File: config.mk
export PLATFORM = sky130hd
export DESIGN_NAME = id_ex_stage
export DESIGN_NICKNAME = d
export VERILOG_FILES = /design/src/rtl/id_ex_pkg.sv /design/src/rtl/id_ex_stage_decode.sv /design/src/rtl/id_ex_stage.sv
export SDC_FILE = /design/constraint.sdc
export NUM_CORES = 1
export LEC_CHECK = 0
export CAP_MARGIN = 30
export CELL_PAD_IN_SITES_DETAIL_PLACEMENT = 1
export CELL_PAD_IN_SITES_GLOBAL_PLACEMENT = 1
export CORE_ASPECT_RATIO = 1.2
export CORE_MARGIN = 2
export CORE_UTILIZATION = 38
export CTS_BUF_LIST = sky130_fd_sc_hd__clkbuf_4 sky130_fd_sc_hd__clkbuf_8
export CTS_CLUSTER_SIZE = 20
export DETAILED_ROUTE_END_ITERATION = 6
export PLACE_DENSITY = 0.94
export SKIP_CTS_REPAIR_TIMING = 1
export SYNTH_ARGS = -nofsm -noshare
export SYNTH_HDL_FRONTEND = slang
export SYNTH_HIERARCHICAL = 1
export SYNTH_SLANG_ARGS = --single-unit
File: constraint.sdc
create_clock -name clk -period 2.89 [get_ports clk]
set_input_delay 0.289 -clock clk [delete_from_list [all_inputs] [get_ports clk]]
set_output_delay 0.289 -clock clk [all_outputs]
set_load 0.02 [all_outputs]
File: src/rtl/id_ex_pkg.sv
// Shared types and constants for the ID/EX decode-issue stage.
// Opcodes, ALU operation classes and the registered payload layout.
package id_ex_pkg;

  localparam int XLEN = 32;

  localparam logic [6:0] OPC_RTYPE  = 7'b0110011;
  localparam logic [6:0] OPC_OPIMM  = 7'b0010011;
  localparam logic [6:0] OPC_LOAD   = 7'b0000011;
  localparam logic [6:0] OPC_STORE  = 7'b0100011;
  localparam logic [6:0] OPC_BRANCH = 7'b1100011;

  localparam logic [1:0] ALU_OP_ADD   = 2'b00;
  localparam logic [1:0] ALU_OP_SUB   = 2'b01;
  localparam logic [1:0] ALU_OP_RTYPE = 2'b10;

  typedef struct packed {
    logic [XLEN-1:0] alu_a;
    logic [XLEN-1:0] alu_b;
    logic [1:0]      alu_op;
    logic [3:0]      func;
    logic [XLEN-1:0] rs2_data;
    logic [4:0]      rd;
    logic            reg_write;
    logic            mem_read;
    logic            mem_write;
    logic            branch;
    logic            illegal;
  } id_ex_payload_t;

  function automatic logic [XLEN-1:0] sext12(input logic [11:0] imm);
    return {{(XLEN-12){imm[11]}}, imm};
  endfunction

endpackage

File: src/rtl/id_ex_stage_decode.sv
// Combinational RV32 decode of one instruction plus its register operands
// into the payload registered by id_ex_stage.
module id_decode
  import id_ex_pkg::*;
(
  input  logic [31:0]     inst,
  input  logic [XLEN-1:0] rs1,
  input  logic [XLEN-1:0] rs2,
  output id_ex_payload_t  payload
);

  logic [6:0] opcode;
  logic [2:0] funct3;
  logic [4:0] rd_field;
  logic       wants_rd;
  logic       unused_reg_fields;

  assign opcode   = inst[6:0];
  assign funct3   = inst[14:12];
  assign rd_field = inst[11:7];
  // Source register indices are resolved upstream; only their data arrives here.
  assign unused_reg_fields = ^inst[19:15];

  // NOTE: every output of this block gets a default before the case, so no
  // path leaves a value unassigned and no latch is inferred.
  always_comb begin
    payload          = '0;
    wants_rd         = 1'b0;
    payload.alu_a    = rs1;
    payload.rs2_data = rs2;
    case (opcode)
      OPC_RTYPE: begin
        payload.alu_op = ALU_OP_RTYPE;
        payload.func   = {inst[30], funct3};
        payload.alu_b  = rs2;
        wants_rd       = 1'b1;
      end
      OPC_OPIMM: begin
        payload.alu_op = ALU_OP_RTYPE;
        // inst[30] only selects SRAI vs SRLI; elsewhere it is immediate data.
        payload.func   = (funct3 == 3'b101) ? {inst[30], funct3} : {1'b0, funct3};
        payload.alu_b  = sext12(inst[31:20]);
        wants_rd       = 1'b1;
      end
      OPC_LOAD: begin
        payload.alu_op   = ALU_OP_ADD;
        payload.func     = {1'b0, funct3};
        payload.alu_b    = sext12(inst[31:20]);
        payload.mem_read = 1'b1;
        wants_rd         = 1'b1;
      end
      OPC_STORE: begin
        payload.alu_op    = ALU_OP_ADD;
        payload.func      = {1'b0, funct3};
        payload.alu_b     = sext12({inst[31:25], inst[11:7]});
        payload.mem_write = 1'b1;
      end
      OPC_BRANCH: begin
        payload.alu_op = ALU_OP_SUB;
        payload.func   = {1'b0, funct3};
        payload.alu_b  = rs2;
        payload.branch = 1'b1;
      end
      default: begin
        payload.illegal = 1'b1;
      end
    endcase
    payload.reg_write = wants_rd && (rd_field != 5'd0);
    payload.rd        = payload.reg_write ? rd_field : 5'd0;
  end

endmodule

File: src/rtl/id_ex_stage.sv
// ID/EX pipeline stage: decode plus valid/ready output register with flush.
// Define ID_EX_SKID_EN for a registered in_ready backed by one skid entry.
module id_ex_stage
  import id_ex_pkg::*;
#(
  parameter int DWIDTH = XLEN
) (
  input  logic              clk,
  input  logic              rst_n,
  input  logic              in_valid,
  output logic              in_ready,
  input  logic [31:0]       in_inst,
  input  logic [DWIDTH-1:0] in_rs1,
  input  logic [DWIDTH-1:0] in_rs2,
  input  logic              flush,
  output logic              out_valid,
  input  logic              out_ready,
  output logic [DWIDTH-1:0] alu_a,
  output logic [DWIDTH-1:0] alu_b,
  output logic [1:0]        alu_op,
  output logic [3:0]        func,
  output logic [DWIDTH-1:0] rs2_data,
  output logic [4:0]        rd,
  output logic              reg_write,
  output logic              mem_read,
  output logic              mem_write,
  output logic              branch,
  output logic              illegal
);

  id_ex_payload_t dec;
  id_ex_payload_t out_q;
  logic           out_valid_q;
  logic           accept;

  id_decode u_decode (
    .inst    (in_inst),
    .rs1     (in_rs1),
    .rs2     (in_rs2),
    .payload (dec)
  );

`ifdef ID_EX_SKID_EN
  id_ex_payload_t skid_q;
  logic           skid_valid;

  // Registered ready: the skid entry absorbs the beat that arrives in the
  // cycle out_ready drops, so out_ready never reaches in_ready.
  assign in_ready = !skid_valid;
  assign accept   = in_valid && !skid_valid && !flush;

  // NOTE: state registers use non-blocking assignments so every register
  // samples pre-edge values, independent of statement order.
  always_ff @(posedge clk or negedge rst_n) begin
    if (!rst_n) begin
      out_valid_q <= 1'b0;
      out_q       <= '0;
      skid_valid  <= 1'b0;
      skid_q      <= '0;
    end else if (flush) begin
      out_valid_q <= 1'b0;
      skid_valid  <= 1'b0;
    end else if (!out_valid_q || out_ready) begin
      if (skid_valid) begin
        out_q       <= skid_q;
        out_valid_q <= 1'b1;
        skid_valid  <= 1'b0;
      end else if (accept) begin
        out_q       <= dec;
        out_valid_q <= 1'b1;
      end else begin
        out_valid_q <= 1'b0;
      end
    end else if (accept) begin
      skid_q     <= dec;
      skid_valid <= 1'b1;
    end
  end
`else
  assign in_ready = !out_valid_q || out_ready;
  assign accept   = in_valid && in_ready && !flush;

  // NOTE: state registers use non-blocking assignments so every register
  // samples pre-edge values, independent of statement order.
  always_ff @(posedge clk or negedge rst_n) begin
    if (!rst_n) begin
      out_valid_q <= 1'b0;
      out_q       <= '0;
    end else if (flush) begin
      out_valid_q <= 1'b0;
    end else if (accept) begin
      out_q       <= dec;
      out_valid_q <= 1'b1;
    end else if (out_ready) begin
      out_valid_q <= 1'b0;
    end
  end
`endif

  assign out_valid = out_valid_q;
  assign alu_a     = out_q.alu_a;
  assign alu_b     = out_q.alu_b;
  assign alu_op    = out_q.alu_op;
  assign func      = out_q.func;
  assign rs2_data  = out_q.rs2_data;
  assign rd        = out_q.rd;
  assign reg_write = out_q.reg_write;
  assign mem_read  = out_q.mem_read;
  assign mem_write = out_q.mem_write;
  assign branch    = out_q.branch;
  assign illegal   = out_q.illegal;

endmodule

# Yosys cells after proc, flatten, opt, wreduce, memory -nomap -nowiden
# Index checks and enable logic that the tools add are counted.
# Widths: inputs -> output; s select.
dict set report op_classes {
  n_eq_ne 6
  muxes 11
  bitwise_logic 1
  n_reduce_logical 11
}
# cell n
set ops {}
lappend ops {{$pmux 38 s5} 1}
lappend ops {{$eq 7x6->1 const B} 2}
lappend ops {{$mux 1} 8}
lappend ops {{$eq 7x2->1 const B} 1}
lappend ops {{$eq 7x5->1 const B} 1}
lappend ops {{$eq 7x7->1 const B} 1}
lappend ops {{$mux 5} 1}
lappend ops {{$reduce_bool 5->1} 1}
lappend ops {{$reduce_or 5->1} 1}
lappend ops {{$mux 4} 1}
lappend ops {{$eq 3x3->1 const B} 1}
lappend ops {{$logic_and 1x1->1} 3}
lappend ops {{$reduce_bool 3->1} 1}
lappend ops {{$reduce_or 3->1} 1}
lappend ops {{$logic_not 1->1} 2}
lappend ops {{$reduce_and 2->1} 1}
lappend ops {{$logic_or 1x1->1} 1}
lappend ops {{$not 1->1} 1}
dict set report word_totals {
  register_bits 113
  input_bits 101
  output_inout_bits 114
  wordCells 41
}

# Logic depth before layout (Yosys ltp)
dict set report depth {
  ltp_word 6
  mapped_depth 6
  mapped_depth_nobuf 4
}

# By module
# The synthesis kept the hierarchy.
# mod instances cells_each area_per_inst_um2 seq_area_each_um2
set by_module_without_submodules {}
lappend by_module_without_submodules {id_ex_stage 1 242 4237.8 2827.7}
lappend by_module_without_submodules {id_decode 1 206 1382.6 0.0}

# Worst setup path before layout
# Ideal clock, no wire load.
dict set report synth_path {
  kind {reg2reg}
  start {register out_valid_q (netlist: out_valid)}
  end {register out_q, in the netlist alu_a[0]}
  setup_ns 0.127
  t_arrival_ns 1.491
  required_time_ns 2.763
  setup_slack_ns 1.272
  stages_incl_launch_ff 6
  path_buffers 2
  synth_period_minus_slack_ns 1.618
  cell_sequence {dfrtp_1 -> nor2b_2 -> nor3b_2 -> buf_6 -> buf_6 -> mux2_1}
}
dict set report synth_between {
  elab_chain_cells 5
}
# element line_no
set synth_lines {}
lappend synth_lines {{from (decl)} id_ex_stage.sv:33} ;# logic out_valid_q;
lappend synth_lines {{from (signal assigned)} id_ex_stage.sv:87} ;# out_valid_q <= 1'b0;
lappend synth_lines {{from (signal assigned)} id_ex_stage.sv:90} ;# out_valid_q <= 1'b0;
lappend synth_lines {{from (signal assigned)} id_ex_stage.sv:93} ;# out_valid_q <= 1'b1;
lappend synth_lines {{$logic_not 1->1} id_ex_stage.sv:80} ;# assign in_ready = !out_valid_q || out_ready;
lappend synth_lines {{$logic_or 1x1->1} id_ex_stage.sv:80}
lappend synth_lines {{$logic_and 1x1->1 (2 in series)} id_ex_stage.sv:81} ;# assign accept = in_valid && in_ready && !flush;
lappend synth_lines {{$reduce_and 2->1 (no line)} --}
lappend synth_lines {{to (signal assigned)} id_ex_stage.sv:88} ;# out_q <= '0;
lappend synth_lines {{to (signal assigned)} id_ex_stage.sv:92} ;# out_q <= dec;
lappend synth_lines {{to (decl)} id_ex_stage.sv:32} ;# id_ex_payload_t out_q;
# No other way between the ends.
# A chain may end at the register's enable or synchronous reset.

# Worst setup path in the final report
dict set report layout_path {
  start {register out_valid_q (netlist: out_valid)}
  end {output in_ready}
}
dict set report layout_between {
  elab_chain_cells 2
}
# element line_no
set layout_lines {}
lappend layout_lines {{$logic_not 1->1} id_ex_stage.sv:80}
lappend layout_lines {{$logic_or 1x1->1} id_ex_stage.sv:80}
lappend layout_lines {{to (decl)} id_ex_stage.sv:11} ;# output logic in_ready,
# No other way between the ends.

==> metrics.cfg <==
[outcome]
status = finished, final reports clean

[floorplan]
ioPinCount = 215
chipHeight_um = 137.2
die_x_um = 115.0
initial_core_util_pct = 38.99
dieArea_um2 = 15780
std_cell_rows = 48
core-area_um2 = 14410

[setup_path]
cp.depth = 3
crit_buf_inv = 2
end_kind = primary output
critPathLaunchType = flip-flop
path_cells = nor2b_2, inv_1, clkdlybuf4s50_1
critPathArrivalTime_ps = 1670
reg2reg_depth = 4
critPathRequiredTime_ps = 2600
critPathMaxFanout = 3
slowest_stage = clkdlybuf4s50_1
path_delay_family = buffers and inverters
cpPeakStageDelay_ps = 620
crit_type = reg2out

[global_routing]
grt_pass1_vias = 4699
globalRouteOverflowTotal = 0
grt_max_degree = 60
grt_pass1_wl_mm = 25.30
grt_usage_pct = 21.01
antenna_found_initial = 0

[finish]
final_nets = 693
final_util_pct = 54.12
final_area_um2 = 7801
layout-drive-gt1-share_pct = 17.36
num_antenna_cells = 0
synthToLayoutAreaGrowth_pct = 38.80

[cts]
root_buffer = clkbuf_8
numCtsBuffers = 17
htree_levels = 4
worst_skew_pair.late_latency_ps = 410
cts_tree = built
clkTransAtPathRegs_ps = 70
numClockSinks = 113
cts_buffer_depth = 2

[sta]
layout_setup_ws_ps = 934.7
setup-violations-final = 0
slew_headroom_pct = 47.59
fmax_mhz = 511.4
fin_crit_ps = 1955
finalMaxSlewViolations = 0
rsz0062_at_grt = false
fin_setup_tns_ps = 0
post-route-period-util_pct = 67.66
hold_viol = 0
clock_skew_ps = 7.902
worst_pin_slew_ps = 786.1

[yosys]
yosysTopAreaCell = dfrtp_1
synth_ff_type = dfrtp_1
yosysWarnings = 6
synth_top_area_share_pct = 50.31
synthArstFlopShare_pct = 100.0
synth_area_leaders = dfrtp_1, mux2_1, buf_4
yosysSeqAreaShare_pct = 50.31
syn_inst = 448
synth_nets = 549
syn_area_um2 = 5620
ys_top_cells_by_count = dfrtp_1, mux2_1, buf_4, mux2_2, nand3_1
synth_most_common_cell = dfrtp_1
synth_cell_type_count = 30
synth_edf_count = 0
synth_area_per_cell_um2 = 12.55
synth_seq_cells = 113

[placed_design]
dpl-instance-area_um2 = 7358
hpwl_mm = 11.92
dp_worst_setup_slack_ps = 641.4
portBuffers = 209
gp_congestion = 0.8037

[power]
leakage_nw = 3.262
peakVddDrop_v = 0.0002905
p_per_area_nw_per_um2 = 580.4

[route]
ant_nets = 0
dr.pass1.iters = 4
dr.first_iter.drc_count = 159
viasPerCell = 5.035
drc = 0
vias = 3927
wl_mm = 16.11
wire_per_inst_um = 20.65

[hold_path]
hold_depth = 2
hp-class = in2reg

[run]
maxCapViolations = 0

-- metrics by stage --
step	hold WS, ps	total power, mW	std cells
after detailed placement	404.8	2.950	747
after CTS	-60.43	4.601	779
after global routing	449.6	4.726	780
after floorplan	-6.591	2.391	448
after global placement	393.2	2.888	746
final	474.4	4.528	780
-- final timing paths --
path | startpoint | endpoint | slack, ps
worst max-delay path | out_valid | in_ready | 930
worst min-delay path | in_rs1[2] | alu_a[2] | 470
worst max register to register | out_valid | alu_b[12] | 1000
worst min register to register | rs2_data[10] | rs2_data[10] | 490
max in group asynchronous | rst_n | alu_b[14] | 1580
min in group asynchronous | rst_n | alu_b[7] | 480
-- power breakdown --
part | internal [mW] | switching (mW)
clock | 0.963 | 0.653
combinational | 0.554 | 0.520
sequential | 1.75 | 0.0890
-- sequential cells by signal, indices dropped and copies added, names as in the netlist --
register and count:
alu_a 32, alu_b 32, rs2_data 32, rd 5, func 4, alu_op 2, branch 1, illegal 1
mem_read 1, mem_write 1, out_valid 1, reg_write 1
-- cell usage in the layout (no fill, tap or decap), types with 2 or more instances in the layout --
cell,synthesis,routed
a21oi_1,19,19
a21oi_2,20,20
a32oi_1,5,5
and2_1,9,9
buf_12,0,3
buf_4,66,5
bufinv_16,0,3
clkbuf_4,0,2
clkbuf_8,0,21
clkdlybuf4s50_1,0,208
clkinv_2,0,3
clkinvlp_4,0,2
dfrtp_1,113,113
inv_1,2,2
mux2_1,80,80
mux2_2,37,37
nand2_1,7,7
nand3_1,21,21
nor2_1,7,7
nor2b_1,14,14
nor3_1,2,2
o22ai_1,6,6
or2_2,2,2
-- final cells by class --
type / instances / area, µm²
multi-input cells: 240 / 2110
clock inverters: 9 / 128.9
well taps: 175 / 219.0
clock buffers: 23 / 304.0
repair buffers: 218 / 2205
inverters: 2 / 7.507
fillers: 1479 / 6613
flip-flops and latches: 113 / 2828
-- cell families (layout without fill, tap and decap cells) --
| kind of cell | Yosys count | in the layout | share of synthesized area, % |
|---|---|---|---|
| AOI/OAI and AO/OA | 52 | 52 | 6.567 |
| xor gates and xnor gates | 1 | 1 | 0.1559 |
| buffers and inverters | 95 | 252 | 12.49 |
| DFF | 113 | 113 | 50.31 |
| muxes | 117 | 117 | 23.44 |
| and+or+nand+nor | 70 | 70 | 7.035 |
-- per-layer routing --
metal  track usage (%)  vias to the layer above  wire (µm)
li1                  -                     1781          -
met1             22.31                     1969       5774
met2             38.73                      144       8834
met3             6.335                       33       1012
met4             8.233                        0        483
met5                 0                        -          0
Power figures use the tool's default switching activity.
